### src/rtl/itag_flush_ctl_pkg.sv
// Shared types and default widths for the instruction-tag flush controller.
package itag_flush_ctl_pkg;

  localparam int IDX_W_DEF = 10;
  localparam int TAG_W_DEF = 18;

  typedef enum logic [1:0] {
    ST_FLUSH = 2'b00,
    ST_DONE  = 2'b01,
    ST_IDLE  = 2'b10
  } fsm_state_e;

endpackage

### src/rtl/itag_sweep_cnt.sv
// Sweep index counter: clears, increments, and flags the last index of the tag array.
module itag_sweep_cnt #(
  parameter int IDX_W = 10
) (
  input  logic             clk,
  input  logic             reset_l,
  input  logic             clr,
  input  logic             inc,
  output logic [IDX_W-1:0] idx,
  output logic             last
);

  localparam logic [IDX_W-1:0] ONE = IDX_W'(1);

  // NOTE: sequential state uses <= so every flop samples pre-edge values.
  always_ff @(posedge clk or negedge reset_l) begin
    if (!reset_l)  idx <= '0;
    else if (clr)  idx <= '0;
    else if (inc)  idx <= idx + ONE;
  end

  assign last = &idx;

endmodule

### src/rtl/itag_flush_ctl.sv
// Tag-array controller: invalidate-all sweep on reset or request, plus fill/lookup arbitration in idle.
module itag_flush_ctl
  import itag_flush_ctl_pkg::*;
#(
  parameter int IDX_W = IDX_W_DEF,
  parameter int TAG_W = TAG_W_DEF
) (
  input  logic             clk,
  input  logic             reset_l,
  input  logic             flush_req,
  output logic             flush_busy,
  output logic             flush_done,
  input  logic             fill_req,
  input  logic [IDX_W-1:0] fill_idx,
  input  logic [TAG_W-1:0] fill_tag,
  output logic             fill_ack,
  input  logic             lkp_req,
  input  logic [IDX_W-1:0] lkp_idx,
  output logic             lkp_gnt,
  output logic             lkp_rsp_vld,
  output logic             lkp_hit,
  input  logic             ic_hit,
  input  logic             itag_vld,
  output logic [IDX_W-1:0] icu_tag_addr,
  output logic [TAG_W-1:0] icu_tag_in,
  output logic             icu_tag_vld,
  output logic             icu_tag_we,
  output logic             enable
);

  fsm_state_e       state, state_nxt;
  logic [IDX_W-1:0] idx_cnt;
  logic             idx_last;
  logic [IDX_W-1:0] addr_q;

  itag_sweep_cnt #(.IDX_W(IDX_W)) u_sweep_cnt (
    .clk     (clk),
    .reset_l (reset_l),
    .clr     (state != ST_FLUSH),
    .inc     (state == ST_FLUSH),
    .idx     (idx_cnt),
    .last    (idx_last)
  );

  always_ff @(posedge clk or negedge reset_l) begin
    if (!reset_l) state <= ST_FLUSH;
    else          state <= state_nxt;
  end

  always_comb begin
    state_nxt = state;
    case (state)
      ST_FLUSH: if (idx_last)  state_nxt = ST_DONE;
      ST_DONE:                 state_nxt = ST_IDLE;
      ST_IDLE:  if (flush_req) state_nxt = ST_FLUSH;
      default:                 state_nxt = ST_FLUSH;
    endcase
  end

  always_comb begin
    // NOTE: every output gets a default first so no path leaves one unassigned (no latches).
    fill_ack     = 1'b0;
    lkp_gnt      = 1'b0;
    icu_tag_we   = 1'b0;
    icu_tag_vld  = 1'b0;
    icu_tag_in   = '0;
    icu_tag_addr = addr_q;
    case (state)
      ST_FLUSH: begin
        // Reset parks the FSM in FLUSH; suppress the write until reset is released.
        if (reset_l) begin
          icu_tag_we   = 1'b1;
          icu_tag_addr = idx_cnt;
        end
      end
      ST_IDLE: begin
        if (fill_req) begin
          fill_ack     = 1'b1;
          icu_tag_we   = 1'b1;
          icu_tag_vld  = 1'b1;
          icu_tag_addr = fill_idx;
          icu_tag_in   = fill_tag;
        end else if (lkp_req) begin
          lkp_gnt      = 1'b1;
          icu_tag_addr = lkp_idx;
        end
      end
      default: ;
    endcase
  end

  assign flush_busy = (state == ST_FLUSH);
  assign flush_done = (state == ST_DONE);
  assign enable     = (state != ST_IDLE) | fill_ack | lkp_gnt;

  // Tag-array address holds the last issued index while nothing is issued.
  always_ff @(posedge clk or negedge reset_l) begin
    if (!reset_l) begin
      addr_q      <= '0;
      lkp_rsp_vld <= 1'b0;
    end else begin
      if (icu_tag_we | lkp_gnt) addr_q <= icu_tag_addr;
      lkp_rsp_vld <= lkp_gnt;
    end
  end

  assign lkp_hit = lkp_rsp_vld & ic_hit & itag_vld;

endmodule

### config.mk
export PLATFORM = sky130hd
export DESIGN_NAME = itag_flush_ctl
export DESIGN_NICKNAME = d
export VERILOG_FILES = /design/src/rtl/itag_flush_ctl_pkg.sv /design/src/rtl/itag_sweep_cnt.sv /design/src/rtl/itag_flush_ctl.sv
export SDC_FILE = /design/constraint.sdc
export NUM_CORES = 1
export LEC_CHECK = 0
export BUFFER_PORTS_ARGS = -buffer_cell sky130_fd_sc_hd__clkbuf_2
export CAP_MARGIN = 40
export CORE_UTILIZATION = 44
export DETAILED_ROUTE_END_ITERATION = 7
export GPL_TIMING_DRIVEN = 0
export HOLD_SLACK_MARGIN = 0.15
export PLACE_DENSITY_LB_ADDON = 0.3
export SLEW_MARGIN = 5
export SYNTH_ARGS = -nofsm -noshare
export SYNTH_HDL_FRONTEND = slang
export SYNTH_HIERARCHICAL = 1
export SYNTH_SLANG_ARGS = --single-unit
### constraint.sdc
create_clock -name clk -period 1.9 [get_ports clk]
set_input_delay 0.19 -clock clk [delete_from_list [all_inputs] [get_ports clk]]
set_output_delay 0.19 -clock clk [all_outputs]
set_load 0.1 [all_outputs]
==> flow_summary_export.csv, run 1 <==
group,metric,value,unit
final_layout,nFillCells,150,
yosys,netlist_top_cells_count,"23 x dfrtp_1, 19 x and2_1, 18 x o211ai_1",
clock_tree,numClockSinks,23,
sta,grt_setup_unrepaired,"yes",
final_layout,nets,312,
sta,final_hold_viol_count,0,
job,cap_violations,0,
sta,setup_viol,25,
yosys,synth_nets,211,
yosys,synth.largest_area_cell,"dfrtp_1",
floorplanning,rows,20,
place,place_area,1990,sq um
pwr,clkPwrFrac,11.7,%
setup_path,worst_r2r_path_depth,6,
yosys,synth_most_common_cell,"dfrtp_1",
sta,relSlewSlack,62.1,%
min_path,min_delay_path_depth,3,
route,final_antenna_net_count,0,
setup_path,endpoint_kind,"output port",
sta,worst_slack,-223,ps
yosys,synth.area.top_cells,"dfrtp_1 39%, o211ai_1 9.1%, and2_1 8.0%",
clock_tree,cts-root-buf,"clkbuf_4",
pwr,p_switching,1070,uW
setup_path,critPathMaxFanout,10,
pwr,ir_worst_vdd,701,uV
floorplanning,core_region_area,3130,sq um
setup_path,crit_required,1710,ps
final_layout,multiInputGateArea,932,sq um
pwr,power_density,815,nW/um^2
final_layout,ff_latch_area,577,sq um
yosys,synth-async-reset-ratio,100,%
setup_path,regToRegSetupSlack,90,ps
route,first_pass_iters,8,
yosys,syn_area_per_cell,9.00,sq um
sta,fmaxAchievable,471,MHz
sta,skew,13.9,ps
setup_path,worstPathArrival,1930,ps
place,gp_congestion,0.786,
pwr,leakage,0.00116,uW
sta,finalSetupTns,-1790,ps
clock_tree,clk_latency,330,ps
final_layout,fin_area,2570,sq um
global_routing,track_usage,30.1,%
yosys,syn_inst,165,
clock_tree,cts_max_path_buffers,2,
global_routing,antenna_found_initial,0,
outcome,violations,"negative setup slack",
min_path,hold_path_end,"addr_q[3]",
global_routing,grt_pass1_wl,8090,um
pwr,power_frac_comb,49.8,%
sta,min_period,2120,ps
floorplanning,start_util,47.5,%
sta,slew_violations,0,
outcome,status,"finished, violations left",
place,port_buffers,81,
route,viasPerCell,6.54,
floorplanning,io_pins,82,
pwr,p_sw_share,51.0,%
yosys,synth_area,1490,sq um
min_path,hp-class,"input pin to flop",
pwr,seqPwrFrac,38.5,%
yosys,yosysSeqAreaShare,38.8,%
yosys,ys_types,33,
clock_tree,cts_tree,"built",
setup_path,startpoint,"state[0]",
final_layout,final_layout_size_suffix_gt1_share,47.9,%
yosys,synth_edf_count,0,
place,place_hpwl,3050,um
global_routing,grt_max_degree,24,
global_routing,first_global_vias,1718,
yosys,synth_flop_cell,"dfrtp_1",
clock_tree,clk_pin_slew_worst_paths,150,ps
floorplanning,fp.dieArea,3610,sq um
route,vias,2022,
setup_path,r2r-start,"state[1]",
setup_path,regToRegEndpoint,"u_sweep_cnt/idx[9]",
route,drc_errors,0,
final_layout,syn_to_final_growth,73.2,%
clock_tree,cts_made_buffers,3,
sta,post-route-period-util,112,%
yosys,synth_top_area_share,38.8,%
yosys,ys_warn_count,6,
min_path,hp-start,"fill_idx[3]",
floorplanning,die_h,60.1,um
route,routed_wl,6970,um
clock_tree,h-tree-depth,1,
route,first_iter_violations,304,
pwr,internal_power,1030,uW
setup_path,crit_type,"flop to output port",
yosys,yosys_register_bits,23,
final_layout,num_antenna_cells,0,
route,drt-wirelength-per-cell,22.6,um
floorplanning,dieWidth,60.1,um
global_routing,grt_overflow,0,
setup_path,worstSetupStartpointType,"flop",
sta,worst_pin_slew,569,ps
==> area by class of cell <==
| type | count | share of cell area (%) |
|---|---|---|
| clock inverters | 1 | 0.195 |
| plain buffers | 11 | 2.92 |
| multi-input cells | 126 | 36.2 |
| repair buffers | 96 | 34.5 |
| flip-flops and latches | 23 | 22.4 |
| inverters | 5 | 0.730 |
| clock buffers | 3 | 0.875 |
| well taps | 44 | 2.14 |
==> metrics by stage <==
| stage | util [%] | hold WS (ps) | cells | worst slack, ps | power (uW) |
|---|---|---|---|---|---|
| after floorplan | - | -106 | 165 | -504 | 1440 |
| after global placement | 63.5 | 228 | 290 | -161 | 1620 |
| after detailed placement | 63.5 | 229 | 290 | -182 | 1630 |
| after CTS | 79.0 | 153 | 308 | -49.5 | 1990 |
| after global routing | 82.2 | 160 | 309 | -230 | 2180 |
| final | 82.2 | 187 | 309 | -223 | 2100 |
==> repair_timing <==
action | 4_1_cts | 5_1_grt
setup buffers | 2 | 0
setup endpoints to repair | 32 | 34
hold buffers | 12 | 0
resized for setup | 75 | 36
hold endpoints to repair | 34 | 0
pin swaps | 1 | 4
==> layout by cell type, fill, tap and decap left out, types with 4 or more instances in the layout <==
cell and n:
clkbuf_2 48, dfrtp_1 22, clkbuf_8 19, o211ai_1 18
nor2_1 14, o21ai_0 12, dlygate4sd3_1 12, o221ai_1 10
and2_1 10, buf_4 9, a22oi_2 9, and2_4 9
buf_12 7, buf_8 5, clkbuf_4 5, a21oi_1 5
inv_1 4, or3_1 4, nand3_1 4
==> registers in the layout, indices dropped and copies added (netlist names) <==
signal / count
u_sweep_cnt/idx: 10
state: 2
addr_q: 10
lkp_rsp_vld: 1
==> critical path, stage by stage (launching register included) <==
cell and delay, ps:
dfrtp_2 480, nor2b_1 180, buf_4 220, nor2_1 100, o211ai_1 310, clkbuf_8 320
==> how the worst max path moves through the flow <==
| stage | to | cells after the start |
|---|---|---|
| 6_report | icu_tag_addr[1] | 5 |
| 5_1_grt | icu_tag_addr[1] | 5 |
| 4_1_cts | icu_tag_addr[1] | 5 |
| 3_5_place_dp | icu_tag_addr[2] | 5 |
| 3_3_place_gp | icu_tag_addr[9] | 5 |
| 2_1_floorplan | icu_tag_addr[0] | 4 |
==> logic make-up after synthesis <==
logic type / after synthesis / synth area share (%)
and+or+nand+nor: 59 / 22.0
buffers and inverters: 16 / 5.22
AOI/OAI and AO/OA: 61 / 30.2
DFF: 23 / 38.8
xor gates and xnor gates: 4 / 2.36
muxes: 1 / 0.674
adders and majority gates: 1 / 0.842
==> layer usage <==
layer	vias to the layer above	track usage (%)	share of wire, %
met1	929	35.1	34
met4	0	10.3	7.4
met5	-	0	0
met3	69	8.44	10
li1	826	-	-
met2	198	52.3	49
==> power by group through the flow <==
stage | registers [uW] | clock network, uW | logic [uW]
after CTS | 774 | 231 | 984
after global routing | 822 | 263 | 1090
final | 808 | 245 | 1050
after floorplan | 744 | 0 | 697
after global placement | 774 | 0 | 843
after detailed placement | 779 | 0 | 853
Note: power is estimated with default switching activity, not from simulation.
==> run 2: changes to the inputs <==
--- a/config.mk
+++ b/config.mk
@@ -11,7 +11,7 @@
 export DETAILED_ROUTE_END_ITERATION = 7
 export GPL_TIMING_DRIVEN = 0
 export HOLD_SLACK_MARGIN = 0.15
-export PLACE_DENSITY_LB_ADDON = 0.3
+export PLACE_DENSITY = 0.76
 export SLEW_MARGIN = 5
 export SYNTH_ARGS = -nofsm -noshare
 export SYNTH_HDL_FRONTEND = slang
==> run 2 against run 1 <==
- the flow still finishes with violations (negative setup slack)
- hold slack worse by 12 ps
- global-route usage is 1.5 points higher
- via count is 1.5% lower
- critical path depth stayed put
- die area stayed put
- clock power is 6% lower
- cell count is 0.97% higher
- maximum frequency is 2.0% higher
- combinational power hardly changed
- critical path type unchanged
- highest routed layer unchanged
==> flow_summary_export.csv, run 2 (synthesis results as in run 1) <==
group,metric,value,unit
pwr,power_density,783,nW/um^2
setup_path,worstPathArrival,1890,ps
clock_tree,cts_max_path_buffers,2,
final_layout,reg_top3,"addr_q x10, u_sweep_cnt/idx x10, state x2",
global_routing,track_usage,31.5,%
setup_path,critPathMaxFanout,10,
setup_path,crit_required,1710,ps
route,viasPerCell,6.38,
pwr,ir_worst_vdd,835,uV
floorplanning,start_util,47.5,%
final_layout,nets,315,
route,final_antenna_net_count,0,
floorplanning,dieWidth,60.1,um
sta,post-route-period-util,110,%
min_path,hp-class,"input pin to flop",
final_layout,num_antenna_cells,0,
clock_tree,clk_pin_slew_worst_paths,130,ps
clock_tree,cts-root-buf,"clkbuf_4",
global_routing,first_global_vias,1770,
setup_path,worstSetupStartpointType,"flop",
floorplanning,fp.dieArea,3610,sq um
final_layout,ff_latch_area,578,sq um
global_routing,grt_max_degree,24,
sta,min_period,2080,ps
final_layout,final_common_cell,"clkbuf_2",
place,place_hpwl,3060,um
route,first_pass_iters,5,
setup_path,regToRegSetupSlack,80,ps
sta,skew,8.75,ps
final_layout,final_cell_mix,"48 x clkbuf_2, 21 x dfrtp_1, 19 x clkbuf_8",
floorplanning,core_region_area,3130,sq um
final_layout,fin_area,2630,sq um
clock_tree,clk_latency,320,ps
final_layout,multiInputGateArea,932,sq um
global_routing,grt_overflow,0,
floorplanning,rows,20,
setup_path,crit_type,"flop to output port",
global_routing,grt_pass1_wl,8340,um
clock_tree,cts_tree,"built",
outcome,violations,"negative setup slack",
sta,worst_slack,-183,ps
job,cap_violations,0,
place,gp_congestion,0.807,
sta,setup_viol,30,
final_layout,final_layout_size_suffix_gt1_share,48.5,%
sta,slew_violations,0,
route,vias,1991,
final_layout,nFillCells,147,
sta,fmaxAchievable,480,MHz
floorplanning,io_pins,82,
sta,final_hold_viol_count,0,
route,drt-wirelength-per-cell,21.9,um
global_routing,antenna_found_initial,0,
final_layout,fin_util,84.2,%
pwr,leakage,0.00118,uW
route,drc_errors,0,
sta,relSlewSlack,54.3,%
route,routed_wl,6820,um
final_layout,syn_to_final_growth,77.3,%
clock_tree,numClockSinks,23,
clock_tree,cts_made_buffers,3,
setup_path,endpoint_kind,"output port",
clock_tree,h-tree-depth,1,
place,place_area,1990,sq um
outcome,status,"finished, violations left",
floorplanning,die_h,60.1,um
route,first_iter_violations,207,
place,port_buffers,81,
sta,grt_setup_unrepaired,"yes",
sta,worst_pin_slew,686,ps
[run 2: changes by cell type in the layout (fill, tap and decap cells not counted), moves of 2 or more]
cell      change
buf_12        +4
buf_8         -3
clkbuf_4      +3
buf_4         -2
buf_6         +2
[run 2: through the flow]
stage                     power (uW)  hold slack [ps]  std cells  TNS, ps  worst slack, ps
after detailed placement        1640              230        290    -1540             -177
after global routing            2170              157        312    -4890             -429
after CTS                       1990              161        308     -176            -37.9
after global placement          1620              230        290    -1530             -170
after floorplan                 1440             -106        165    -7700             -504
final                           2060              175        312    -2500             -183
[run 2: path summary, 6_finish.rpt]
kind	from	to	cells after the start
worst max-delay path	state[0]	icu_tag_addr[6]	5
worst min-delay path	fill_idx[8]	addr_q[8]	3
worst max register to register	state[1]	u_sweep_cnt/idx[9]	6
worst min register to register	u_sweep_cnt/idx[8]	u_sweep_cnt/idx[8]	2
max in group asynchronous	reset_l	state[0]	3
min in group asynchronous	reset_l	addr_q[6]	2
[run 2: layout make-up]
class / instances / share of cell area (%)
tap: 44 / 2.09
buffer: 11 / 3.04
sequential: 23 / 21.9
multi-input combinational: 126 / 35.4
timing repair buffer: 99 / 35.8
clock buffer: 3 / 0.855
inverter: 5 / 0.713
clock inverter: 1 / 0.190
[run 2: routing by layer]
layer  up-vias  routed length, um  track usage, %  share of wire (%)
met3        63                610            9.96                8.9
met4         0                480            15.0                7.0
met1       918               2390            35.5                 35
met2       177               3340            53.5                 49
li1        833                  -               -                  -
met5         -                  0               0                  0
[run 2: timing repair]
action,CTS,global route
buffers inserted,2,2
hold endpoints to repair,34,0
cloned,0,1
resized for setup,73,44
endpoints found under the setup margin,32,36
pin swaps,0,9
hold buffers,12,0
[run 2: where the power goes]
group	switching [uW]	internal [uW]	total, uW
Combinational	697	333	1030
Clock	152	78.8	231
Sequential	188	615	802
[run 2: worst max-delay path, stage by stage (launching register included)]
cell,delay (ps)
dfrtp_2,490
nor2b_1,170
buf_4,220
o221ai_1,200
o211ai_1,200
clkbuf_8,300
